--- config.mk ---
export PLATFORM = sky130hd
export DESIGN_NAME = jk_cmd_sequencer
export DESIGN_NICKNAME = d
export VERILOG_FILES = /design/src/rtl/jk_cmd_sequencer.sv
export SDC_FILE = /design/constraint.sdc
export NUM_CORES = 1
export LEC_CHECK = 0
export CAP_MARGIN = 20
export CORE_MARGIN = 5
export CORE_UTILIZATION = 48
export DETAILED_ROUTE_END_ITERATION = 16
export PLACE_DENSITY = 0.76
export SYNTH_ARGS = -nofsm -noshare
export SYNTH_HDL_FRONTEND = slang
export SYNTH_SLANG_ARGS = --single-unit
--- constraint.sdc ---
create_clock -name CLK -period 1.7 [get_ports CLK]
set_input_delay 0.51 -clock CLK [delete_from_list [all_inputs] [get_ports CLK]]
set_output_delay 0.51 -clock CLK [all_outputs]
set_load 0.01 [all_outputs]
--- src/rtl/jk_cmd_sequencer.sv ---
// Command sequencer for a downstream JK flip-flop: drives J/K for a counted
// number of cycles, models the expected Q, then checks the fed-back Q once.
module jk_cmd_sequencer #(
  parameter int CNT_W = 4
) (
  input  logic             CLK,
  input  logic             RST_N,
  input  logic [1:0]       CMD,
  input  logic [CNT_W-1:0] CNT,
  input  logic             CMD_VALID,
  output logic             CMD_READY,
  output logic             J,
  output logic             K,
  input  logic             Q_FB,
  output logic             EXP_Q,
  output logic             BUSY,
  output logic             DONE,
  output logic             ERR
);

  localparam logic [1:0] CMD_HOLD   = 2'b00;
  localparam logic [1:0] CMD_RESET  = 2'b01;
  localparam logic [1:0] CMD_SET    = 2'b10;
  localparam logic [1:0] CMD_TOGGLE = 2'b11;

  typedef enum logic [1:0] {
    S_IDLE  = 2'd0,
    S_DRIVE = 2'd1,
    S_CHECK = 2'd2
  } state_t;

  state_t           state_q, state_d;
  logic [CNT_W-1:0] cnt_q, cnt_d;
  logic [1:0]       cmd_q, cmd_d;
  logic             j_q, j_d;
  logic             k_q, k_d;
  logic             expq_q, expq_d;
  logic             known_q, known_d;
  logic             err_q, err_d;
  logic             done_q, done_d;
  logic             ready_q, ready_d;
  logic             busy_q, busy_d;

  always_ff @(posedge CLK or negedge RST_N) begin
    if (!RST_N) begin
      state_q <= S_IDLE;
      cnt_q   <= '0;
      cmd_q   <= CMD_HOLD;
      j_q     <= 1'b0;
      k_q     <= 1'b0;
      expq_q  <= 1'b0;
      known_q <= 1'b0;
      err_q   <= 1'b0;
      done_q  <= 1'b0;
      ready_q <= 1'b1;
      busy_q  <= 1'b0;
    end else begin
      state_q <= state_d;
      cnt_q   <= cnt_d;
      cmd_q   <= cmd_d;
      j_q     <= j_d;
      k_q     <= k_d;
      expq_q  <= expq_d;
      known_q <= known_d;
      err_q   <= err_d;
      done_q  <= done_d;
      ready_q <= ready_d;
      busy_q  <= busy_d;
    end
  end

  always_comb begin
    state_d = state_q;
    cnt_d   = cnt_q;
    cmd_d   = cmd_q;
    j_d     = 1'b0;
    k_d     = 1'b0;
    expq_d  = expq_q;
    known_d = known_q;
    err_d   = err_q;
    done_d  = 1'b0;

    case (state_q)
      S_IDLE: begin
        if (CMD_VALID) begin
          cmd_d = CMD;
          cnt_d = CNT;
          if (CNT != '0) begin
            // J/K are registered, so they must be loaded at the accept edge
            // to be visible during the first DRIVE cycle.
            state_d = S_DRIVE;
            j_d     = CMD[1];
            k_d     = CMD[0];
          end else begin
            state_d = S_CHECK;
          end
        end
      end

      S_DRIVE: begin
        case (cmd_q)
          CMD_HOLD:   expq_d = expq_q;
          CMD_RESET:  expq_d = 1'b0;
          CMD_SET:    expq_d = 1'b1;
          CMD_TOGGLE: expq_d = ~expq_q;
          default:    expq_d = expq_q;
        endcase
        if ((cmd_q == CMD_RESET) || (cmd_q == CMD_SET)) begin
          known_d = 1'b1;
        end
        cnt_d = cnt_q - CNT_W'(1);
        if (cnt_q == CNT_W'(1)) begin
          state_d = S_CHECK;
        end else begin
          j_d = cmd_q[1];
          k_d = cmd_q[0];
        end
      end

      S_CHECK: begin
        // Until a RESET or SET has been driven the real flop state is unknown.
        if (known_q && (Q_FB != expq_q)) begin
          err_d = 1'b1;
        end
        done_d  = 1'b1;
        state_d = S_IDLE;
      end

      default: begin
        state_d = S_IDLE;
      end
    endcase

    ready_d = (state_d == S_IDLE);
    busy_d  = (state_d != S_IDLE);
  end

  assign CMD_READY = ready_q;
  assign J         = j_q;
  assign K         = k_q;
  assign EXP_Q     = expq_q;
  assign BUSY      = busy_q;
  assign DONE      = done_q;
  assign ERR       = err_q;

endmodule

==> qor.txt, run 1 <==
Number of hold buffers added after cts = 0
Root buffer cell = clkbuf_4
Io pins = 17
Placed Cells = 110
RSZ-0062 raised after global routing = no
Final setup viols = 0
#FFs+latches synth = 16
PD cells = 1500 nW/um2
H-tree levels = 1
Vias = 627
Initial drt markers = 15
First-pass GRT wire length = 2680 um
Vias/cell = 5.45
Xor/xnor share of the synthesized area = 0.0111
Hpwl dp = 1200 um
Crit path DAT = 1.15 ns
Initial antenna violation count = 0
Lkg Pwr = 0.515 nW
Critical path's largest stage delay = 0.53 ns
Max_cap viols = 0
CP top delay family = buffers and inverters
Setup TNS = 0 ns
Largest family of logic cells by synthesized area = compound AO/OA/AOI/OAI gates
Post-synthesis simple-gate area fraction = 0.130
CTS tree = built
Net count, final = 115
WS Path Type = register to output pin
Clock Sinks = 16
Worst vdd rail ir drop = 1040 uV
Hold Path Class = input pin to asynchronous set/reset pin
Clock Latency Late Sink = 0.28 ns
DR DRC count = 0
Clock Tree Buf Depth = 2
Crit-path slowest cell = clkdlybuf4s50_1
Core area = 1520 um2
Tcrit/Tclk final = 0.976
Gr usage total = 0.136
Syn Area/Cell = 10.5 um2
Cell Rows = 14
Max transition margin = 0.708
Routed len/inst = 13.1 um
Outcome = finished, final reports clean
Fmax = 603 MHz
Ant diodes = 0
Routed WL = 1510 um
Vias in the first global route = 665
Worst path bufs/invs = 1
Antenna viol nets, final = 0
Critical Path Source Type = register
Crit path time final = 1.66 ns
Detailed-router iteration count before antenna repair = 4
Compound-Gate Fraction of Synth Area = 0.180
Congestion Overflow GR = 0
Crit Path Max Fanout = 1
Critical path cell sequence = clkdlybuf4s50_1
Slew Limit Fails = 0
Fin util = 0.681
Die W = 50.5 um
Clock slew at reported path FFs = 0.09 ns
Setup WS pre-CTS = -0.263 ns
Mapped cell area = 787 um2
Area grow syn2layout = 31.8%
Crit. End Element = output pin
Post-Synthesis Net Count = 90
Largest net degree at the start of global routing = 16
Post-Route Skew = 0.00583 ns
Synth Instances = 75
Ratio of cells with drive above 1 in the final layout = 0.182
Sequential fraction of the synthesis area = 0.510
Hold slack = 0.445 ns
PnR worst setup slack = 0.0407 ns
Worst slew pin tran = 0.433 ns
Synth Warn # = 0
Final hold vios = 0
Clock buffer count from CTS = 3
Die height = 50.5 um
Die area = 2550 um2
Critical path data required time = 1.19 ns
Synthesized-area fraction occupied by adder cells = 0.0795
Mux share of post-synthesis cell area = 0.0286
Post-synthesis cell type count = 28
Buffers on Ports = 16
Effective utilization at floorplan = 0.516
Fin cells = 115
Gpl congestion = 0.742
## registers in the layout (all words and copies together) (netlist names)
name and count:
DONE 1, J 1, K 1, ERR 1
cmd_q 2, EXP_Q 1, BUSY 1, known_q 1
cnt_q 4, state_q 2, CMD_READY 1
## layout by cell type, fill, tap and decap left out, types with 2 or more instances in the layout
master,count
a21oi_1,5
a22o_1,2
a31o_2,2
buf_4,6
clkbuf_4,3
clkdlybuf4s50_1,11
dfrtp_1,15
dlymetal6s2s_1,4
ha_1,5
inv_1,10
mux2_2,2
nand2b_1,2
nand3_1,2
nor2_1,5
o21ai_0,5
o22ai_1,2
or3_1,2
## synth_stat cells (all sizes together)
cell type  instances  area share
nand2              1      0.0048
or3                2       0.016
a22o               2       0.022
inv               10       0.048
and3b              1       0.013
o31a               1       0.011
xor2               1       0.011
a31o               2       0.022
o22ai              2       0.016
dfrtp             15        0.48
o21ai              5       0.032
nor4               1      0.0080
o22a               1       0.013
a21oi              5       0.032
nand3              2       0.013
nor3               1      0.0064
ha                 5       0.079
mux2               2       0.029
o31ai              1      0.0095
o221a              1       0.014
a31oi              1      0.0080
dfstp              1       0.033
nor2               5       0.024
or2                1      0.0080
nor4bb             1       0.013
nor3b              1      0.0095
buf                2       0.013
nand2b             2       0.016
## worst paths after layout
kind                           from         end  slack (ns)  cells after the start
max in group asynchronous     RST_N        DONE        0.84                      2
setup / recovery                  J           J        0.04                      1
hold reg to reg                 ERR         ERR        0.46                      1
hold / removal                RST_N    cnt_q[2]        0.45                      1
setup reg to reg           cnt_q[1]  state_q[0]        0.28                      5
min in group CLK                ERR         ERR        0.46                      1
## per-layer routing
metal	global-route usage	wire, um	part of all wire
met1	0.162	649	0.43
met2	0.223	735	0.49
met4	0.0681	26	0.017
met5	0	0	0
met3	0.0385	97	0.064
## cell families (layout without fill, tap and decap cells)
group / after synthesis / after routing
compound gates: 21 / 21
simple gates: 18 / 18
flops: 16 / 16
buf+inv: 12 / 36
fa+ha+maj: 5 / 5
mux: 2 / 2
xor+xnor: 1 / 1
## per-stage QoR
step | total power (W) | instance area [um2]
floorplan | 0.00111 | 787
global placement | 0.00135 | 995
detailed placement | 0.00137 | 995
CTS | 0.00159 | 1030
global route | 0.00172 | 1040
finish | 0.00156 | 1040
## repair_timing
action / 4_1_cts / 5_1_grt
buffers inserted: 1 / 0
endpoints found under the setup margin: 2 / 4
resized for setup: 1 / 4
pin swaps: 0 / 0
## power breakdown
part | internal, W | switching (W)
logic | 0.000370 | 0.000296
registers | 0.000541 | 0.000149
clock network | 0.0000912 | 0.000112
total | 0.00100 | 0.000557
## final cells by class
type / count / area, um2
inverter: 10 / 37.5
tap: 16 / 20.0
multi-input combinational: 47 / 338
clock buffer: 4 / 26.3
fill: 129 / 487
sequential: 16 / 402
timing repair buffer: 22 / 214
(Power assumes the default switching activity.)
==> run 2, diff against run 1 <==
--- a/config.mk
+++ b/config.mk
@@ -7,9 +7,9 @@
 export LEC_CHECK = 0
 export CAP_MARGIN = 20
 export CORE_MARGIN = 5
-export CORE_UTILIZATION = 48
+export CORE_UTILIZATION = 52
 export DETAILED_ROUTE_END_ITERATION = 16
-export PLACE_DENSITY = 0.76
+export PLACE_DENSITY = 0.82
 export SYNTH_ARGS = -nofsm -noshare
 export SYNTH_HDL_FRONTEND = slang
 export SYNTH_SLANG_ARGS = --single-unit
==> constraint.sdc (replaced) <==
create_clock -name CLK -period 1.95 [get_ports CLK]
set_input_delay 0.585 -clock CLK [delete_from_list [all_inputs] [get_ports CLK]]
set_output_delay 0.585 -clock CLK [all_outputs]
set_load 0.01 [all_outputs]
==> run 2 against run 1 <==
Net effect:
- routed wire length grew 6.1%
- largest cell class unchanged
- hold slack better by 0.034 ns
- critical path depth unchanged
==> qor.txt, run 2 (synthesized netlist as in run 1, its figures left out) <==
Outcome = finished, final reports clean
P_sw = 0.000515 W (-7.5%)
Max_cap viols = 0 (unchanged)
DR DRC count = 0 (unchanged)
Largest net degree at the start of global routing = 16 (unchanged)
Ant diodes = 0 (unchanged)
Buffers on Ports = 16 (unchanged)
Initial drt markers = 14 (-1)
Max transition margin = 0.718 (+0.00929)
Detailed-router iteration count before antenna repair = 4 (unchanged)
Worst reg2reg path depth = 5 (unchanged)
FILL cells = 115 (-11%)
Worst vdd rail ir drop = 823 uV (-21%)
Hold Path Class = register to register
Crit path time final = 1.91 ns
CTS tree = built
Core area = 1470 um2 (-3.4%)
Hpwl dp = 1230 um (+2.7%)
Most common cell after layout, fill and taps aside = clkdlybuf4s50_1
H-tree levels = 1 (unchanged)
Setup WS pre-CTS = -0.0122 ns (+0.250 ns)
Net count, final = 112 (-2.6%)
Routed len/inst = 14.3 um (+8.9%)
Area grow syn2layout = 29.1%
Critical path data required time = 1.36 ns (+0.17 ns)
Clock Sinks = 16 (unchanged)
Biggest register = cnt_q
Lkg Pwr = 0.460 nW (-11%)
Crit Path Max Fanout = 1 (unchanged)
Slew Limit Fails = 0 (unchanged)
Post-CTS Repair Setup Buffers = 0 (-1)
First-pass GRT wire length = 2770 um (+3.3%)
Final setup viols = 0 (unchanged)
Tot Pwr = 0.00143 W (-8.4%)
Post-Route Skew = 0.00537 ns (-0.000462 ns)
Vias in the first global route = 631 (-5.1%)
Reg power frac = 0.431 (-0.012)
Congestion Overflow GR = 0 (unchanged)
Hold EP = known_q
Clock share of power = 0.155 (+0.025)
Largest register FFs = 4 (unchanged)
Number of hold buffers added after cts = 0 (unchanged)
PD cells = 1410 nW/um2 (-6.4%)
R2R setup slack = 0.47 ns (+0.19 ns)
Hold depth = 1
Crit path DAT = 1.32 ns (+0.17 ns)
Critical path's largest stage delay = 0.52 ns (about the same)
Root buffer cell = clkbuf_4
Combinational power share = 0.414 (-0.013)
Worst slew pin tran = 0.423 ns (-0.00994 ns)
Worst path bufs/invs = 1 (unchanged)
Initial antenna violation count = 0 (unchanged)
Cell Rows = 14 (unchanged)
PnR worst setup slack = 0.0414 ns (+0.000694 ns)
Effective utilization at floorplan = 0.535 (+0.0184)
Reg2reg start = cnt_q[1]
Internal = 0.000913 W (-8.9%)
Clock Latency Late Sink = 0.29 ns (about the same)
Die W = 48.9 um (-3.1%)
Largest registers = cnt_q (4), cmd_q (2), state_q (2)
Vias = 632 (+0.80%)
Commonest non-fill, non-tap cells in the layout = 16 x clkdlybuf4s50_1, 15 x dfrtp_1, 10 x inv_1
Antenna viol nets, final = 0 (unchanged)
Min-delay src = known_q
Reg-to-Reg End = state_q[0]
Vias/cell = 5.64 (+3.5%)
Io pins = 17 (unchanged)
WS Path Type = register to output pin
Crit-path slowest cell = dfstp_2
Resize count post-CTS = 0 (-1)
Gpl congestion = 0.905 (+22%)
RSZ-0062 raised after global routing = no
Gr usage total = 0.147 (+0.0111)
Critical Path Source Type = register
Clock slew at reported path FFs = 0.09 ns (about the same)
Fmax = 524 MHz
Critical path cell sequence = clkdlybuf4s50_1
Crit. End Element = output pin
Switching Share = 0.361 (+0.00353)
Final hold vios = 0 (unchanged)
Fin util = 0.690 (+0.00985)
Clock buffer count from CTS = 3 (unchanged)
Clock Tree Buf Depth = 2 (unchanged)
Ratio of cells with drive above 1 in the final layout = 0.167 (-0.0152)
Routed WL = 1600 um (+6.1%)
Tcrit/Tclk final = 0.979
CP top delay family = flip-flops
Die area = 2390 um2 (-6.2%)
Die height = 48.9 um (-3.1%)
## run 2: cell types whose count changed in the layout (fill, tap and decap cells not counted)
cell	delta
clkdlybuf4s50_1	+5
buf_4	-3
clkbuf_1	-1
clkbuf_8	+1
dlygate4sd2_1	-1
dlymetal6s2s_1	-4
## run 2: routing by layer
metal  up-vias  GRT usage  wire length (um)
li1        307          -                 -
met1       302      0.172               686
met2        21      0.254               823
met3         2     0.0306                76
met4         0     0.0673                12
met5         -          0                 0
## run 2: area by class of cell
cell class | count | area (um2) | share of cell area
clock buffers | 4 | 36.3 | 0.0357
inverters | 10 | 37.5 | 0.0369
multi-input cells | 47 | 338 | 0.333
flip-flops and latches | 16 | 402 | 0.395
well taps | 16 | 20.0 | 0.0197
repair buffers | 19 | 183 | 0.180
## run 2: power groups by stage
stage / registers, W / clock network, W / logic [W]
2_1_floorplan: 0.000596 / 0 / 0.000372
3_3_place_gp: 0.000606 / 0 / 0.000564
3_5_place_dp: 0.000618 / 0 / 0.000588
4_1_cts: 0.000611 / 0.000223 / 0.000594
5_1_grt: 0.000638 / 0.000245 / 0.000658
6_report: 0.000615 / 0.000221 / 0.000592
## run 2: worst max-delay path by stage
| stage | startpoint | to | slack [ns] | cells after the start |
|---|---|---|---|---|
| final | CMD_READY | CMD_READY | 0.04 | 1 |
| after global routing | CMD_READY | CMD_READY | 0.005 | 1 |
| after CTS | CMD_READY | CMD_READY | 0.03 | 1 |
| after detailed placement | CNT[1] | state_q[0] | -0.01 | 4 |
| after global placement | CNT[1] | state_q[0] | 0.003 | 4 |
| after floorplan | CMD_VALID | cmd_q[0] | 0.52 | 4 |
## run 2: metrics by stage
step / instances / hold slack, ns / setup TNS (ns) / instance area [um2]
5_1_grt: 112 / 0.516 / 0 / 1020
2_1_floorplan: 75 / 0.289 / 0 / 787
3_5_place_dp: 108 / 0.464 / -0.0122 / 980
6_report: 112 / 0.480 / 0 / 1020
3_3_place_gp: 108 / 0.450 / 0 / 980
4_1_cts: 112 / 0.486 / 0 / 1020
==> run 3, diff against run 2 <==
--- a/config.mk
+++ b/config.mk
@@ -6,10 +6,12 @@
 export NUM_CORES = 1
 export LEC_CHECK = 0
 export CAP_MARGIN = 20
+export CELL_PAD_IN_SITES_DETAIL_PLACEMENT = 1
+export CELL_PAD_IN_SITES_GLOBAL_PLACEMENT = 1
 export CORE_MARGIN = 5
-export CORE_UTILIZATION = 52
+export CORE_UTILIZATION = 40
 export DETAILED_ROUTE_END_ITERATION = 16
-export PLACE_DENSITY = 0.82
+export PLACE_DENSITY_LB_ADDON = 0.1
 export SYNTH_ARGS = -nofsm -noshare
 export SYNTH_HDL_FRONTEND = slang
 export SYNTH_SLANG_ARGS = --single-unit
==> run 3 against run 2 <==
Net effect:
- maximum frequency increased by 3.7%
- setup slack improved by 0.068 ns
- clock power shrank 16%
- hold slack lost 0.0040 ns
- highest routed layer unchanged
- via count is 2.5% higher
- combinational power fell by 2%
- core utilization down 16 points
- largest power group unchanged
==> qor.txt, run 3 (synthesized netlist as in run 1, its figures left out) <==
Outcome = finished, final reports clean
Lkg Pwr = 0.469 nW (+1.9%)
Largest registers = cnt_q (4), cmd_q (2), state_q (2)
Slew Limit Fails = 0 (unchanged)
Hold depth = 1 (unchanged)
Setup WS pre-CTS = -0.00182 ns (+0.0104 ns)
Met1 global-route usage = 0.163 (-0.00977)
Clock slew at reported path FFs = 0.10 ns (about the same)
R2R setup slack = 0.52 ns (+0.05 ns)
Ratio of cells with drive above 1 in the final layout = 0.156 (-0.0104)
Biggest register = cnt_q
Worst vdd rail ir drop = 697 uV (-15%)
Clock Sinks = 16 (unchanged)
Post-CTS Repair Setup Buffers = 0 (unchanged)
Hold EP = ERR
Antenna viol nets, final = 0 (unchanged)
Clock Tree Buf Depth = 2 (unchanged)
Gr usage total = 0.144 (-0.00316)
Initial antenna violation count = 0 (unchanged)
Routed len/inst = 13.8 um (-3.4%)
Congestion Overflow GR = 0 (unchanged)
H-tree levels = 1 (unchanged)
DR DRC count = 0 (unchanged)
Met3 usage = 0.0354 (+0.00484)
Worst path bufs/invs = 1 (unchanged)
Routed WL = 1700 um (+6.1%)
Critical Path Source Type = register
Hold Path Class = register to register
Gpl congestion = 0.733 (-19%)
Min-delay src = ERR
Commonest non-fill, non-tap cells in the layout = 15 x dfrtp_1, 15 x clkdlybuf4s50_1, 10 x inv_1
Max_cap viols = 0 (unchanged)
Fmax = 543 MHz (+3.7%)
Global Route met2 Usage = 0.237 (-0.0173)
Crit path time final = 1.84 ns (-0.0678 ns)
RSZ-0062 raised after global routing = no
Effective utilization at floorplan = 0.410 (-0.125)
Worst reg2reg path depth = 5 (unchanged)
Critical path data required time = 1.36 ns (about the same)
PnR worst setup slack = 0.109 ns (+0.0678 ns)
Vias = 648 (+2.5%)
PD cells = 1350 nW/um2 (-4.1%)
Ant diodes = 0 (unchanged)
Worst slew pin tran = 0.431 ns (+0.00752 ns)
Vias in the first global route = 688 (+9.0%)
CP top delay family = buffers and inverters
WS Path Type = register to output pin
Reg-to-Reg End = state_q[0]
CTS tree = built
Io pins = 17 (unchanged)
Largest net degree at the start of global routing = 16 (unchanged)
Hpwl dp = 1400 um (+14%)
Critical path's largest stage delay = 0.56 ns (+0.04 ns)
Cell Rows = 16 (+2)
First-pass GRT wire length = 2950 um (+6.8%)
Clock buffer count from CTS = 3 (unchanged)
Top Usage Layer GRT = met2
Crit. End Element = output pin
Buffers on Ports = 16 (unchanged)
Core area = 1920 um2 (+31%)
Net count, final = 112 (unchanged)
Post-Route Skew = 0.00481 ns (-0.000561 ns)
Worst setup path start = EXP_Q
Largest register FFs = 4 (unchanged)
Die W = 54.4 um (+11%)
Die area = 2950 um2 (+24%)
Critical path cell sequence = clkdlybuf4s50_1
Final setup viols = 0 (unchanged)
Clock Latency Late Sink = 0.29 ns (about the same)
Tcrit/Tclk final = 0.944 (-0.0348)
Setup TNS = 0 ns (unchanged)
Root buffer cell = clkbuf_4
Crit path DAT = 1.26 ns (-0.06 ns)
Reg2reg start = cnt_q[1]
Area grow syn2layout = 29.9%
Detailed-router iteration count before antenna repair = 2 (-2)
Crit Path Max Fanout = 4 (+3)
Die height = 54.4 um (+11%)
Crit-path slowest cell = clkdlybuf4s50_1
Final hold vios = 0 (unchanged)
Initial drt markers = 4 (-10)
Vias/cell = 5.27 (-6.6%)
Max transition margin = 0.713 (-0.00502)
==> run 3: cell types whose count changed in the layout (fill, tap and decap cells not counted), sizes merged <==
cell,previous run,this run
clkdlybuf4s50,16,15
dlymetal6s2s,0,1
==> run 3: layout make-up <==
class / instances / area (um2)
sequential: 16 / 402
inverter: 10 / 37.5
clock buffer: 4 / 26.3
multi-input combinational: 47 / 338
timing repair buffer: 19 / 185
fill: 237 / 900
tap: 27 / 33.8
==> run 3: per-stage QoR <==
step                hold WS, ns  cells  total power, W   util  instance area, um2
floorplan                 0.289     75        0.000969      -                 787
detailed placement        0.458    119         0.00122  0.517                 993
CTS                       0.481    123         0.00140  0.531                1020
global route              0.503    123         0.00151  0.532                1020
global placement          0.448    119         0.00118  0.517                 993
finish                    0.476    123         0.00138  0.532                1020
==> run 3: worst max path at each step <==
stage,to,slack [ns],cells after the start
final,EXP_Q,0.11,1
after global placement,state_q[0],0.04,4
after detailed placement,state_q[0],-0.002,4
after global routing,EXP_Q,0.06,1
after floorplan,cmd_q[0],0.52,4
after CTS,CMD_READY,0.02,1
==> run 3: power by group <==
part / total [W] / internal [W] / switching [W]
registers: 0.000612 / 0.000471 / 0.000141
clock network: 0.000186 / 0.0000796 / 0.000107
logic: 0.000580 / 0.000323 / 0.000256
total: 0.00138 / 0.000874 / 0.000504
==> run 3: metal layers <==
metal / vias up / part of all wire
li1: 307 / -
met2: 16 / 0.47
met4: 0 / 0.030
met3: 5 / 0.054
met1: 320 / 0.44
met5: - / 0
==> run 3: what timing repair did <==
item | 4_1_cts | 5_1_grt
gates resized for setup | 0 | 1
endpoints found under the setup margin | 0 | 1
hold buffers | 0 | 0
